File: src/rtl/sd_emmc_axi_pkg.sv
// -----------------------------------------------------------------------------
// sd_emmc_axi_pkg
//   Shared definitions for the SD/eMMC controller AXI write-burst master:
//   - wr_state_t        : burst FSM state encoding (IDLE is all-zero)
//   - AXI_* constants   : AXI4 burst type, beat size and response codes
//   - DEFAULT_BURST_LEN : default number of 32-bit beats per burst (64 bytes)
//   - resp_is_error()   : true for SLVERR / DECERR responses
// -----------------------------------------------------------------------------
package sd_emmc_axi_pkg;

   localparam int DEFAULT_BURST_LEN = 16;

   localparam logic [1:0] AXI_BURST_INCR = 2'b01;
   localparam logic [2:0] AXI_SIZE_4B    = 3'b010;

   localparam logic [1:0] AXI_RESP_OKAY   = 2'b00;
   localparam logic [1:0] AXI_RESP_EXOKAY = 2'b01;
   localparam logic [1:0] AXI_RESP_SLVERR = 2'b10;
   localparam logic [1:0] AXI_RESP_DECERR = 2'b11;

   // IDLE must stay at zero: the state register doubles as a debug output
   // that has to read 0 while reset is asserted.
   typedef enum logic [2:0] {
      ST_IDLE = 3'd0,
      ST_ADDR = 3'd1,
      ST_DATA = 3'd2,
      ST_RESP = 3'd3,
      ST_DONE = 3'd4
   } wr_state_t;

   // Both error responses have bit 1 set; written out in full so the
   // intent reads directly from the response names.
   function automatic logic resp_is_error(input logic [1:0] resp);
      return (resp == AXI_RESP_SLVERR) || (resp == AXI_RESP_DECERR);
   endfunction

endpackage

File: src/rtl/sd_emmc_controller_axi_wr_burst.sv
// -----------------------------------------------------------------------------
// sd_emmc_controller_axi_wr_burst
//   AXI4 write-burst master used by the SD/eMMC DMA path. One request from the
//   DMA produces one fixed-length INCR burst of BURST_LEN 32-bit beats, fed
//   word by word from the data FIFO, followed by collection of the B response.
//
//   Handshake rule for every valid/ready pair on this block: a transfer
//   happens in a cycle where valid and ready are both high at the rising
//   clock edge; valid, once raised by this block, is held until that cycle.
//
// Ports
//   clock, reset          : clock, asynchronous active-high reset
//   write_addr            : burst start address (latched on request in IDLE)
//   addr_write_valid      : DMA requests a burst (only looked at in IDLE)
//   addr_write_ready      : 1-cycle pulse in the AW handshake cycle
//   data_write_valid      : DMA offers fifo_dat
//   fifo_dat              : data word, passed straight through to WDATA
//   next_data_word        : 1-cycle pulse in each W handshake cycle
//   w_last                : burst finished, B response collected (DONE)
//   m_axi_aw*             : AXI write-address channel
//   m_axi_w*              : AXI write-data channel
//   m_axi_b*              : AXI write-response channel
//   wr_err                : sticky error (SLVERR/DECERR or misaligned address)
//   err_clr               : clears wr_err; a simultaneous set wins
//   busy                  : state is not IDLE
//   fsm_state             : current FSM state, for debug and checkers
// -----------------------------------------------------------------------------
module sd_emmc_controller_axi_wr_burst
   import sd_emmc_axi_pkg::*;
#(
   parameter int BURST_LEN = DEFAULT_BURST_LEN,
   parameter int ADDR_W    = 32
) (
   input  logic              clock,
   input  logic              reset,

   input  logic [ADDR_W-1:0] write_addr,
   input  logic              addr_write_valid,
   output logic              addr_write_ready,
   input  logic              data_write_valid,
   input  logic [31:0]       fifo_dat,
   output logic              next_data_word,
   output logic              w_last,

   output logic [ADDR_W-1:0] m_axi_awaddr,
   output logic [7:0]        m_axi_awlen,
   output logic [2:0]        m_axi_awsize,
   output logic [1:0]        m_axi_awburst,
   output logic              m_axi_awvalid,
   input  logic              m_axi_awready,

   output logic [31:0]       m_axi_wdata,
   output logic [3:0]        m_axi_wstrb,
   output logic              m_axi_wlast,
   output logic              m_axi_wvalid,
   input  logic              m_axi_wready,

   input  logic [1:0]        m_axi_bresp,
   input  logic              m_axi_bvalid,
   output logic              m_axi_bready,

   output logic              wr_err,
   input  logic              err_clr,
   output logic              busy,
   output wr_state_t         fsm_state
);

   // A one-beat burst still needs a 1-bit counter.
   localparam int CNT_W = (BURST_LEN > 1) ? $clog2(BURST_LEN) : 1;
   localparam logic [CNT_W-1:0] LAST_BEAT = CNT_W'(BURST_LEN - 1);
   localparam logic [7:0]       AW_LEN    = 8'(BURST_LEN - 1);

   wr_state_t        state;
   logic [CNT_W-1:0] beat_cnt;

   logic in_data;
   logic w_hs;
   logic req_accept;
   logic misaligned;
   logic resp_err;
   logic err_set;

   // ---------------------------------------------------------------------------
   // Combinational decode
   // ---------------------------------------------------------------------------
   assign in_data    = (state == ST_DATA);
   assign w_hs       = in_data & data_write_valid & m_axi_wready;
   assign req_accept = (state == ST_IDLE) & addr_write_valid;

   // Bursts must start on a 64-byte boundary; anything else is flagged but
   // still issued at the requested address.
   assign misaligned = req_accept & (write_addr[5:0] != 6'd0);
   assign resp_err   = (state == ST_RESP) & m_axi_bvalid & resp_is_error(m_axi_bresp);
   assign err_set    = misaligned | resp_err;

   // awvalid is always high in ADDR, so awready alone marks the AW handshake.
   assign addr_write_ready = (state == ST_ADDR) & m_axi_awready;

   // The W channel is a pass-through of the FIFO interface while in DATA and
   // quiet everywhere else, so nothing leaks onto the bus during DONE.
   assign m_axi_wvalid   = in_data & data_write_valid;
   assign m_axi_wdata    = in_data ? fifo_dat : 32'd0;
   assign m_axi_wstrb    = in_data ? 4'hF : 4'h0;
   assign m_axi_wlast    = in_data & (beat_cnt == LAST_BEAT);
   assign next_data_word = w_hs;

   assign m_axi_bready = (state == ST_RESP);
   assign w_last       = (state == ST_DONE);
   assign busy         = (state != ST_IDLE);
   assign fsm_state    = state;

   // ---------------------------------------------------------------------------
   // Burst FSM, beat counter and sticky error
   // ---------------------------------------------------------------------------
   // The AW length/size/burst fields are loaded with their fixed values on
   // the first request and never change afterwards; they are registers only
   // so that they read zero while reset is asserted.
   always_ff @(posedge clock or posedge reset) begin
      if (reset) begin
         state         <= ST_IDLE;
         beat_cnt      <= '0;
         m_axi_awaddr  <= '0;
         m_axi_awlen   <= 8'd0;
         m_axi_awsize  <= 3'd0;
         m_axi_awburst <= 2'd0;
         m_axi_awvalid <= 1'b0;
         wr_err        <= 1'b0;
      end else begin
         case (state)
            ST_IDLE: begin
               if (addr_write_valid) begin
                  m_axi_awaddr  <= write_addr;
                  m_axi_awlen   <= AW_LEN;
                  m_axi_awsize  <= AXI_SIZE_4B;
                  m_axi_awburst <= AXI_BURST_INCR;
                  m_axi_awvalid <= 1'b1;
                  beat_cnt      <= '0;
                  state         <= ST_ADDR;
               end
            end

            ST_ADDR: begin
               if (m_axi_awready) begin
                  m_axi_awvalid <= 1'b0;
                  state         <= ST_DATA;
               end
            end

            ST_DATA: begin
               // A cycle without data_write_valid is a stall: no count change.
               if (w_hs) begin
                  beat_cnt <= beat_cnt + CNT_W'(1);
                  if (beat_cnt == LAST_BEAT) begin
                     state <= ST_RESP;
                  end
               end
            end

            ST_RESP: begin
               if (m_axi_bvalid) begin
                  state <= ST_DONE;
               end
            end

            ST_DONE: begin
               // The DMA acknowledges completion by presenting its next word;
               // that word is not consumed here.
               if (data_write_valid) begin
                  state <= ST_IDLE;
               end
            end

            default: begin
               state <= ST_IDLE;
            end
         endcase

         // Errors never abort the burst; they are only recorded.
         if (err_set) begin
            wr_err <= 1'b1;
         end else if (err_clr) begin
            wr_err <= 1'b0;
         end
      end
   end

endmodule
File: config.mk
export PLATFORM = sky130hd
export DESIGN_NAME = sd_emmc_controller_axi_wr_burst
export DESIGN_NICKNAME = d
export VERILOG_FILES = /design/src/rtl/sd_emmc_axi_pkg.sv /design/src/rtl/sd_emmc_controller_axi_wr_burst.sv
export SDC_FILE = /design/constraint.sdc
export NUM_CORES = 1
export LEC_CHECK = 0
export CORE_UTILIZATION = 34
export CTS_BUF_LIST = sky130_fd_sc_hd__clkbuf_4 sky130_fd_sc_hd__clkbuf_8
export DETAILED_ROUTE_END_ITERATION = 12
export GPL_TIMING_DRIVEN = 0
export PLACE_DENSITY = 0.82
export SYNTH_ARGS = -nofsm -noshare
export SYNTH_HDL_FRONTEND = slang
export SYNTH_SLANG_ARGS = --single-unit
File: constraint.sdc
create_clock -name clock -period 1.7 [get_ports clock]
set_input_delay 0.255 -clock clock [delete_from_list [all_inputs] [get_ports clock]]
set_output_delay 0.255 -clock clock [all_outputs]
set_load 0.01 [all_outputs]
* After elaboration in Yosys (flattened, before gate mapping)
Cells that the tools add are included.
** Storage, ports and cells
- Bits in registers :: 43
- Bits in latches :: 0
- Bits in writable memories :: 0
- Bits in read-only memories :: 0
- Input port bits :: 74
- Output and inout port bits :: 93
- Logic and storage cells :: 58
- Memories :: 0
** Cells by class
- Add/sub/neg operators :: 1
- Multipliers :: 0
- Divide/modulo/power cells :: 0
- Magnitude comparators :: 0
- Equal/unequal tests :: 13
- Shift-type cells :: 0
- Mux-type cells :: 17
- Bitwise gates (word level) :: 9
- Reductions and logical operators :: 11
** Operators by type and width (number)
- 32-bit two-way mux :: 1
- 3-bit two-way mux :: 6
- 3-bit one-hot mux with 5 select lines :: 1
- 4-bit two-way mux :: 3
- 2-bit != test (second input constant) :: 5
- 1-bit AND :: 8
- 4-bit one-hot mux with 2 select lines :: 1
- 3-bit by 2-bit equality test with 1-bit output (second input constant) :: 2
- 3-bit AND reduction :: 2
- 6-bit AND reduction :: 1
- 2-bit nonzero test :: 3
- 6-bit nonzero test :: 1
- 4-bit by 1-bit adder with 4-bit output (second input constant) :: 1
- 2-bit equality test (second input constant) :: 2
- 4-bit equality test (second input constant) :: 1
- 1-bit two-way mux :: 4
- 3-bit by 1-bit equality test with 1-bit output (second input constant) :: 1
- 3-bit equality test (second input constant) :: 1
- 3-bit logical NOT :: 1
- 3-bit nonzero test :: 1
- 2-bit by 1-bit != test with 1-bit output (second input constant) :: 1
- 1-bit one-hot mux with 2 select lines :: 1
- 2-bit AND reduction :: 1
- 1-bit logical OR :: 1
- 1-bit OR :: 1

* Longest topological paths before layout
Gate-level depths: netlist of the first run.
- Depth after elaboration :: 5
- Depth in mapped cells :: 6
- Depth with buffers taken out :: 5

* Worst setup path before layout of the first run
OpenSTA, ideal clock, no wires.
- Path kind :: flip-flop to output port
- From :: register state[0] (netlist: fsm_state[0])
- To :: output m_axi_wdata[10]
- Data arrival time :: 1.381 ns
- Setup slack :: 0.064 ns
- Stages on the path, launching flop included :: 5
- Cell sequence :: dfrtp_1 or3b_4 inv_2 clkbuf_1 and2_1
** Between the ends
- Word-level cells in the longest chain between the ends :: 2
** RTL lines
- start, declared :: line sd_emmc_controller_axi_wr_burst.sv:73 : wr_state_t state;
- start signal, assigned :: line sd_emmc_controller_axi_wr_burst.sv:120 : state <= ST_IDLE;
- start signal, assigned :: line sd_emmc_controller_axi_wr_burst.sv:138 : state <= ST_ADDR;
- start signal, assigned :: line sd_emmc_controller_axi_wr_burst.sv:145 : state <= ST_DATA;
- 3-bit by 2-bit equality test with 1-bit output :: line sd_emmc_controller_axi_wr_burst.sv:86 : assign in_data = (state == ST_DATA);
- 32-bit two-way mux :: line sd_emmc_controller_axi_wr_burst.sv:102 : assign m_axi_wdata = in_data ? fifo_dat : 32'd0;
- end, declared :: line sd_emmc_controller_axi_wr_burst.sv:52 : output logic [31:0] m_axi_wdata,
No other way between the ends.

* Final worst setup path of the first run
- From :: register state[1] (netlist: fsm_state[1])
- To :: output m_axi_wdata[18]
The elaborated chain is that of the path after synthesis.

==> impl_metrics.py, run 1 <==
metrics = {
    "placement": {
        "placed_cell_area_mm2": 0.00383,
        "dpl_worst_slack_ps": -562,
        "gp_congestion": 0.772,
        "io_buffers": 158,
        "place_hpwl_um": 4760,
    },
    "finish": {
        "syn_to_final_growth_pct": 104,
        "layout-drive-gt1-share_pct": 47.3,
        "fin_area_mm2": 0.00435,
        "num_antenna_cells": 0,
        "nets": 442,
        "final_util_pct": 72.6,
        "fill_cells": 425,
    },
    "die": {
        "io_pins": 167,
        "die_h_um": 81.2,
        "coreArea_mm2": 0.00599,
        "rows": 28,
        "start_util_pct": 35.6,
        "die_w_um": 81.2,
        "design.die.area_mm2": 0.00659,
    },
    "route": {
        "firstDrtPassIters": 4,
        "avgRoutedWirePerCell_um": 15.4,
        "drc": 0,
        "antenna_left": 0,
        "routed_via_density": 4.55,
        "first_iter_violations": 82,
        "num_vias": 2016,
        "drt_wl_total_um": 6830,
    },
    "critical_path": {
        "critPathMaxFanout": 8,
        "cp-end-kind": "primary output",
        "cp.required_ps": 1440,
        "worstSetupPathType": "reg2out",
        "arrival_ps": 1640,
        "startpoint_type": "flip-flop",
        "critical-path-slowest-cell": "or3b_4",
        "slowest_delay_ps": 460,
        "cp_cell_sequence": "or3b_4 -> clkinv_8 -> clkbuf_16 -> and2_4 -> buf_6",
    },
    "logic_synthesis": {
        "synth_edf_count": 0,
        "avgSynthCellArea_um2": 11.7,
        "yosys_warnings": 0,
        "synthesis.area_mm2": 0.00213,
        "async_reset_ff_share_pct": 100,
        "ys_ff_latch": 42,
        "yosysSeqAreaShare_pct": 49.3,
        "synth_most_common_cell": "dfrtp_1",
        "yosysTopAreaCellShare_pct": 49.3,
        "synthTopCellsByArea": "dfrtp_1 (49%), mux2_2 (16%), and2_1 (9.7%), buf_4 (6.0%), buf_6 (2.1%)",
        "synth_commonest_cells": "dfrtp_1 (42), and2_1 (33), mux2_2 (31)",
        "syn_inst": 182,
        "yosys.area.top_type": "dfrtp_1",
        "synth_cell_type_count": 40,
        "synth_ff_type": "dfrtp_1",
    },
    "clock_network": {
        "postCtsHoldBufs": 0,
        "cts_tree": "yes",
        "htreeDepth": 2,
        "path_clk_slew_ps": 90,
        "numCtsBuffers": 5,
        "cts_buffer_depth": 2,
        "clk_latency_ps": 290,
        "root_buffer": "clkbuf_8",
        "cts_sinks": 42,
    },
    "timing": {
        "max_freq_mhz": 527,
        "skew_ps": 7.15,
        "fin_crit_sh_pct": 112,
        "maxSlewViolCount": 0,
        "finalHoldViolations": 0,
        "rsz0062_at_grt": "yes",
        "setup_ws_ps": -198,
        "hold_ws_ps": 454,
        "max_slew_margin_pct": 42.1,
        "setup_viol": 41,
        "tns_ps": -6530,
        "min_period_ps": 1900,
        "tightest_slew_ps": 867,
    },
    "grt": {
        "grt_pass1_wl_um": 9570,
        "grt_overflow_total": 0,
        "antenna_found_initial": 0,
        "track_usage_pct": 19.3,
        "grt_max_degree": 43,
        "grt_pass1_vias": 1956,
    },
    "power": {
        "powerDensity_mw_per_mm2": 1570,
        "p_leak_uw": 0.00195,
        "irDropWorstVdd_mv": 0.985,
    },
    "flow_run": {
        "cap_violations": 0,
    },
    "status": {
        "status": "complete, but fails checks",
        "violations": "negative setup slack",
    },
    "worst_hold_path": {
        "min_path_type": "in2async",
    },
}
stage by stage:
step	cells	total power, uW
after floorplan	188	3400
after global placement	421	5190
after detailed placement	421	5270
after CTS	437	6160
after global routing	443	7240
final	443	6840
power by group:
part	internal, uW	total (uW)	switching (uW)
clock	334	695	360
combinational	2790	4430	1630
sequential	1470	1720	247
total	4600	6840	2240
registers in the layout, summed over array words and instances, names as in the netlist:
register and cells:
wr_err 1, m_axi_awvalid 1, m_axi_awaddr 32, fsm_state 3
m_axi_awburst 1, beat_cnt 4
worst max-delay path, delay by kind of cell, from the launching register on:
kind,cells,cell delay (ps)
AND/OR/NAND/NOR,2,590
flip-flops,1,410
buffers and inverters,3,350
placed cells by master (no fill, tap or decap), types with 2 or more instances in the layout:
cell	n
conb_1	7
inv_2	2
inv_1	2
buf_8	3
clkbuf_8	6
buf_2	2
buf_4	22
dfrtp_2	2
buf_6	51
clkbuf_16	3
and2_4	33
nand3_1	4
clkdlybuf4s50_1	114
nand2_1	4
dfrtp_1	40
mux2_2	31
nor2_1	5
path summary, 6_finish.rpt:
path	cells after the start	slack, ps	to	from
max	5	-200	m_axi_wdata[18]	fsm_state[1]
min	2	450	m_axi_awaddr[29]	reset
max reg2reg	8	-40	fsm_state[0]	fsm_state[0]
min reg2reg	1	500	m_axi_awaddr[23]	m_axi_awaddr[23]
max in group asynchronous	2	640	fsm_state[0]	reset
min in group clock	1	500	m_axi_awaddr[23]	m_axi_awaddr[23]
per-layer routing:
metal / routed length (um) / vias up / GRT usage, %
met5: 0 / - / 0
met2: 3680 / 97 / 34.6
li1: - / 956 / -
met4: 98 / 0 / 5.36
met1: 2520 / 953 / 21.9
met3: 527 / 10 / 5.96
cell type report:
class | instances | area [um2] | share of cell area [%]
Multi-Input combinational cell | 115 | 1040 | 23.8
Clock inverter | 2 | 16.3 | 0.374
Timing Repair Buffer | 173 | 1800 | 41.4
Buffer | 25 | 236 | 5.44
Tap cell | 75 | 93.8 | 2.16
Inverter | 5 | 31.3 | 0.719
Sequential cell | 42 | 1050 | 24.2
Clock buffer | 6 | 82.6 | 1.90
cell families (layout without fill, tap and decap cells):
| family | after synthesis | after routing | share of synthesized area (%) |
|---|---|---|---|
| flops | 42 | 42 | 49.3 |
| fa+ha+maj | 1 | 1 | 0.587 |
| buf+inv | 31 | 211 | 10.1 |
| simple gates | 63 | 63 | 18.4 |
| mux | 34 | 34 | 17.9 |
| other cells | 1 | 7 | 0.176 |
| compound gates | 8 | 8 | 2.70 |
| xor+xnor | 2 | 2 | 0.822 |
what timing repair did:
action                     CTS  global route
gates resized for setup    183           106
gates cloned                 0             3
setup buffers                9             6
setup endpoints to repair   58            70
pin swaps                    2            34
(Power assumes the default switching activity.)
==> run 2, diff against run 1 <==
Settings changed: CORE_MARGIN set to 10.
==> run 2 against run 1 <==
Effect of this change:
- the flow still finishes with violations (negative setup slack)
- worst hold slack worse by 9.8 ps
- clock skew grew 5.8 ps
- combinational power increased by 12%
- total power up 12%
- first-iteration DRC count shrank 44%
- critical path type unchanged
- largest power group unchanged
==> impl_metrics.py, run 2 (synthesis results as in run 1) <==
metrics = {
    "finish": {
        "stdcell_count": 452,
        "top_register": "m_axi_awaddr",
        "syn_to_final_growth_pct": 115,
        "layout-drive-gt1-share_pct": 49.3,
        "final_common_cell": "clkdlybuf4s50_1",
        "largest_register_ffs": 32,
        "final_cell_mix": "clkdlybuf4s50_1 (114), buf_6 (54), dfrtp_1 (40)",
        "nets": 451,
        "final_util_pct": 76.6,
        "num_antenna_cells": 0,
        "fin_area_mm2": 0.00459,
    },
    "route": {
        "drc": 0,
        "routed-wl-met2_um": 4790,
        "num_vias": 2065,
        "wl_met1_um": 3020,
        "antenna_left": 0,
        "routed_via_density": 4.57,
        "firstDrtPassIters": 4,
        "first_iter_violations": 46,
        "drt_wl_total_um": 8610,
        "dr_wl_met3_um": 678,
        "avgRoutedWirePerCell_um": 19.1,
        "top_layer": "met4",
    },
    "timing": {
        "maxSlewViolCount": 0,
        "finalHoldViolations": 0,
        "setup_viol": 65,
        "fin_crit_sh_pct": 111,
        "tightest_slew_ps": 873,
        "setup_ws_ps": -191,
        "max_freq_mhz": 529,
        "max_slew_margin_pct": 41.7,
        "min_period_ps": 1890,
        "skew_ps": 13.0,
        "rsz0062_at_grt": "yes",
    },
    "critical_path": {
        "critPathLaunch": "fsm_state[0]",
        "critPathMaxFanout": 7,
        "worstSetupPathType": "reg2out",
        "cp-end-kind": "primary output",
        "r2r-start": "fsm_state[2]",
        "arrival_ps": 1640,
        "reg2reg_slack_ps": -80,
        "startpoint_type": "flip-flop",
        "reg2reg_to": "m_axi_awaddr[0]",
        "cp.required_ps": 1440,
        "rr_worst_depth": 6,
    },
    "clock_network": {
        "cts_tree": "yes",
        "cts_sinks": 42,
        "numCtsBuffers": 5,
        "root_buffer": "clkbuf_8",
        "htreeDepth": 2,
        "clk_latency_ps": 300,
        "path_clk_slew_ps": 90,
        "cts_buffer_depth": 2,
    },
    "grt": {
        "track_usage_pct": 14.9,
        "grt_max_degree": 43,
        "grt_pass1_wl_um": 11800,
        "antenna_found_initial": 0,
        "grt_pass1_vias": 2111,
        "grt_overflow_total": 0,
    },
    "die": {
        "start_util_pct": 35.6,
        "die_h_um": 99.2,
        "die_w_um": 99.2,
        "io_pins": 167,
        "coreArea_mm2": 0.00599,
        "design.die.area_mm2": 0.00984,
        "rows": 28,
    },
    "power": {
        "p_leak_uw": 0.00212,
        "irDropWorstVdd_mv": 0.998,
        "power_uw": 7670,
        "powerDensity_mw_per_mm2": 1670,
    },
    "placement": {
        "placed_cell_area_mm2": 0.00383,
        "place_inst": 421,
        "place_hpwl_um": 6230,
        "io_buffers": 158,
        "gp_congestion": 0.751,
        "dpl_worst_slack_ps": -585,
    },
    "flow_run": {
        "cap_violations": 0,
    },
    "status": {
        "status": "complete, but fails checks",
        "violations": "negative setup slack",
    },
    "worst_hold_path": {
        "min_path_type": "in2async",
    },
}
-- run 2: layout make-up --
cell class	count	area [um2]
Fill cell	383	1400
Timing Repair Buffer	180	1870
Timing Repair inverter	1	3.75
Sequential cell	42	1050
Multi-Input combinational cell	115	1140
Buffer	26	267
Tap cell	75	93.8
Clock inverter	3	68.8
Clock buffer	5	68.8
Inverter	5	26.3
-- run 2: routing by layer --
layer | global-route usage, % | vias up
met5 | 0 | -
met4 | 4.30 | 0
met3 | 6.44 | 12
met2 | 27.5 | 82
met1 | 14.8 | 994
li1 | - | 977
-- run 2: worst max-delay path by stage --
stage | slack (ps) | end | depth (start not counted)
finish | -190 | m_axi_wdata[25] | 5
global route | -260 | m_axi_wdata[25] | 5
detailed placement | -590 | m_axi_wdata[7] | 5
floorplan | 60 | m_axi_wdata[10] | 4
global placement | -560 | m_axi_wdata[7] | 5
CTS | -190 | m_axi_wdata[16] | 5
-- run 2: power breakdown --
group	total, uW	internal, uW	switching, uW
clock	948	588	360
sequential	1740	1470	268
combinational	4980	3160	1820
-- run 2: per-stage QoR --
stage / TNS [ps] / hold WS [ps]
after CTS: -6480 / 467
after global routing: -11990 / 518
after floorplan: 0 / 390
final: -7560 / 444
after global placement: -37860 / 472
after detailed placement: -20740 / 479
-- run 2: timing repair --
| action | CTS | global route |
|---|---|---|
| pin swaps | 30 | 14 |
| hold buffers | 0 | 0 |
| gates cloned | 4 | 2 |
| endpoints found under the setup margin | 60 | 78 |
| resized for setup | 232 | 93 |
| setup buffers | 10 | 7 |
-- run 2: critical path, stage by stage (launching register included) --
cell and delay (ps):
dfrtp_2 410, or3b_4 450, inv_8 120, buf_6 140
and2_4 140, buf_6 90
==> run 3, diff against run 2 <==
Settings changed: CORE_ASPECT_RATIO set to 0.75.
==> run 3 against run 2 <==
Effect of this change:
- the run still ends with negative setup slack left
- non-clock buffer count decreased by 3
- utilization decreased by 3.8 points
- setup slack improved by 24 ps
- register-to-register slack improved by 50 ps
- final area decreased by 5.6%
- die area increased by 0.34%
- total power decreased by 11%
- clock-buffer cell count unchanged
- routed wire length decreased by 5.3%
- largest cell class unchanged
==> impl_metrics.py, run 3 (synthesis results as in run 1) <==
metrics = {
    "critical_path": {
        "cp.required_ps": 1440,
        "reg2reg_to": "m_axi_awaddr[23]",
        "reg2reg_slack_ps": -30,
        "r2r-start": "fsm_state[1]",
        "cp-end-kind": "primary output",
        "critPathMaxFanout": 8,
        "arrival_ps": 1610,
        "rr_worst_depth": 6,
        "startpoint_type": "flip-flop",
        "worstSetupPathType": "reg2out",
    },
    "clock_network": {
        "numCtsBuffers": 5,
        "htreeDepth": 2,
        "postCtsHoldBufs": 0,
        "cts_sinks": 42,
        "path_clk_slew_ps": 80,
        "root_buffer": "clkbuf_8",
        "cts_buffer_depth": 2,
        "cts_tree": "yes",
        "clk_latency_ps": 290,
    },
    "placement": {
        "place_hpwl_um": 6200,
        "gp_congestion": 0.756,
        "placed_cell_area_mm2": 0.00383,
        "io_buffers": 158,
    },
    "grt": {
        "grt_max_degree": 43,
        "grt_pass1_wl_um": 12800,
        "antenna_found_initial": 0,
        "track_usage_pct": 16.2,
        "grt_pass1_vias": 2154,
        "grt_overflow_total": 0,
    },
    "timing": {
        "setup_viol": 45,
        "finalHoldViolations": 0,
        "max_slew_margin_pct": 42.0,
        "rsz0062_at_grt": "yes",
        "max_freq_mhz": 536,
        "tightest_slew_ps": 869,
        "fin_crit_sh_pct": 110,
        "maxSlewViolCount": 0,
        "skew_ps": 7.36,
        "hold_ws_ps": 470,
        "setup_ws_ps": -167,
        "min_period_ps": 1870,
    },
    "worst_hold_path": {
        "min_path_type": "in2async",
    },
    "status": {
        "violations": "negative setup slack",
        "status": "complete, but fails checks",
    },
    "route": {
        "num_vias": 2024,
        "drt_wl_total_um": 8160,
        "antenna_left": 0,
        "drc": 0,
        "avgRoutedWirePerCell_um": 18.1,
        "first_iter_violations": 52,
        "routed_via_density": 4.49,
        "firstDrtPassIters": 3,
    },
    "die": {
        "die_w_um": 111,
        "start_util_pct": 35.9,
        "io_pins": 167,
        "die_h_um": 88.6,
        "rows": 24,
        "coreArea_mm2": 0.00595,
        "design.die.area_mm2": 0.00987,
    },
    "finish": {
        "final_util_pct": 72.9,
        "final_common_cell": "clkdlybuf4s50_1",
        "syn_to_final_growth_pct": 103,
        "num_antenna_cells": 0,
        "layout-drive-gt1-share_pct": 44.8,
        "fin_area_mm2": 0.00433,
        "largest_register_ffs": 32,
        "final_cell_mix": "clkdlybuf4s50_1 (114), buf_6 (40), dfrtp_1 (40)",
        "top_register": "m_axi_awaddr",
        "nets": 448,
    },
    "power": {
        "p_leak_uw": 0.00197,
        "irDropWorstVdd_mv": 0.842,
        "powerDensity_mw_per_mm2": 1570,
    },
    "flow_run": {
        "cap_violations": 0,
    },
}
==> run 3: changes by cell type in the layout (fill, tap and decap cells not counted), sizes merged <==
cell | previous run | this run
bufinv | 2 | 0
buf | 87 | 79
clkbuf | 7 | 10
clkdlybuf4s15 | 2 | 4
clkinv | 1 | 2
==> run 3: layer usage <==
metal / vias up / routed length (um) / GRT usage, %
li1: 975 / - / -
met5: - / 0 / 0
met1: 968 / 3250 / 18.0
met3: 6 / 619 / 6.15
met4: 0 / 48 / 2.56
met2: 75 / 4230 / 29.8
==> run 3: repair_timing <==
| item | CTS | global route |
|---|---|---|
| gates resized for setup | 249 | 26 |
| buffers inserted | 14 | 2 |
| cloned | 6 | 0 |
| pin swaps | 31 | 3 |
| endpoints found under the hold margin | 0 | 0 |
| setup endpoints to repair | 58 | 75 |
==> run 3: critical path, cell delays in order (launching register included) <==
cell,delay (ps)
dfrtp_1,390
or3b_4,450
inv_8,110
clkbuf_8,140
and2_4,140
buf_6,100
==> run 3: metrics by stage <==
step	std cells	worst slack [ps]	TNS, ps	power [uW]
final	451	-167	-5780	6820
after global routing	451	-242	-9030	7250
after CTS	449	-166	-5710	6700
after detailed placement	424	-606	-21260	5350
after global placement	424	-568	-38560	5270
after floorplan	188	64.0	0	3400
==> run 3: layout make-up <==
| class | instances | area [um2] |
|---|---|---|
| well taps | 78 | 97.6 |
| inverters | 5 | 26.3 |
| flip-flops and latches | 42 | 1050 |
| repair buffers | 179 | 1820 |
| plain buffers | 24 | 238 |
| fillers | 433 | 1610 |
| repair inverters | 1 | 3.75 |
| multi-input cells | 115 | 1020 |
| clock inverters | 2 | 10.0 |
| clock buffers | 5 | 68.8 |
==> run 3: worst max path at each step <==
stage	from	to	slack [ps]	cells after the start
after floorplan	fsm_state[0]	m_axi_wdata[10]	60	4
after global placement	fsm_state[0]	m_axi_wdata[10]	-570	5
after detailed placement	fsm_state[0]	m_axi_wdata[3]	-610	5
after CTS	fsm_state[0]	m_axi_wdata[11]	-170	5
after global routing	fsm_state[1]	m_axi_wdata[28]	-240	5
final	fsm_state[1]	m_axi_wdata[5]	-170	5
==> run 3: where the power goes <==
part	switching [uW]	total (uW)	internal, uW	leakage [uW]
registers	250	1720	1470	0.000501
logic	1680	4500	2810	0.00142
clock network	327	603	276	0.0000438
total	2260	6820	4560	0.00197
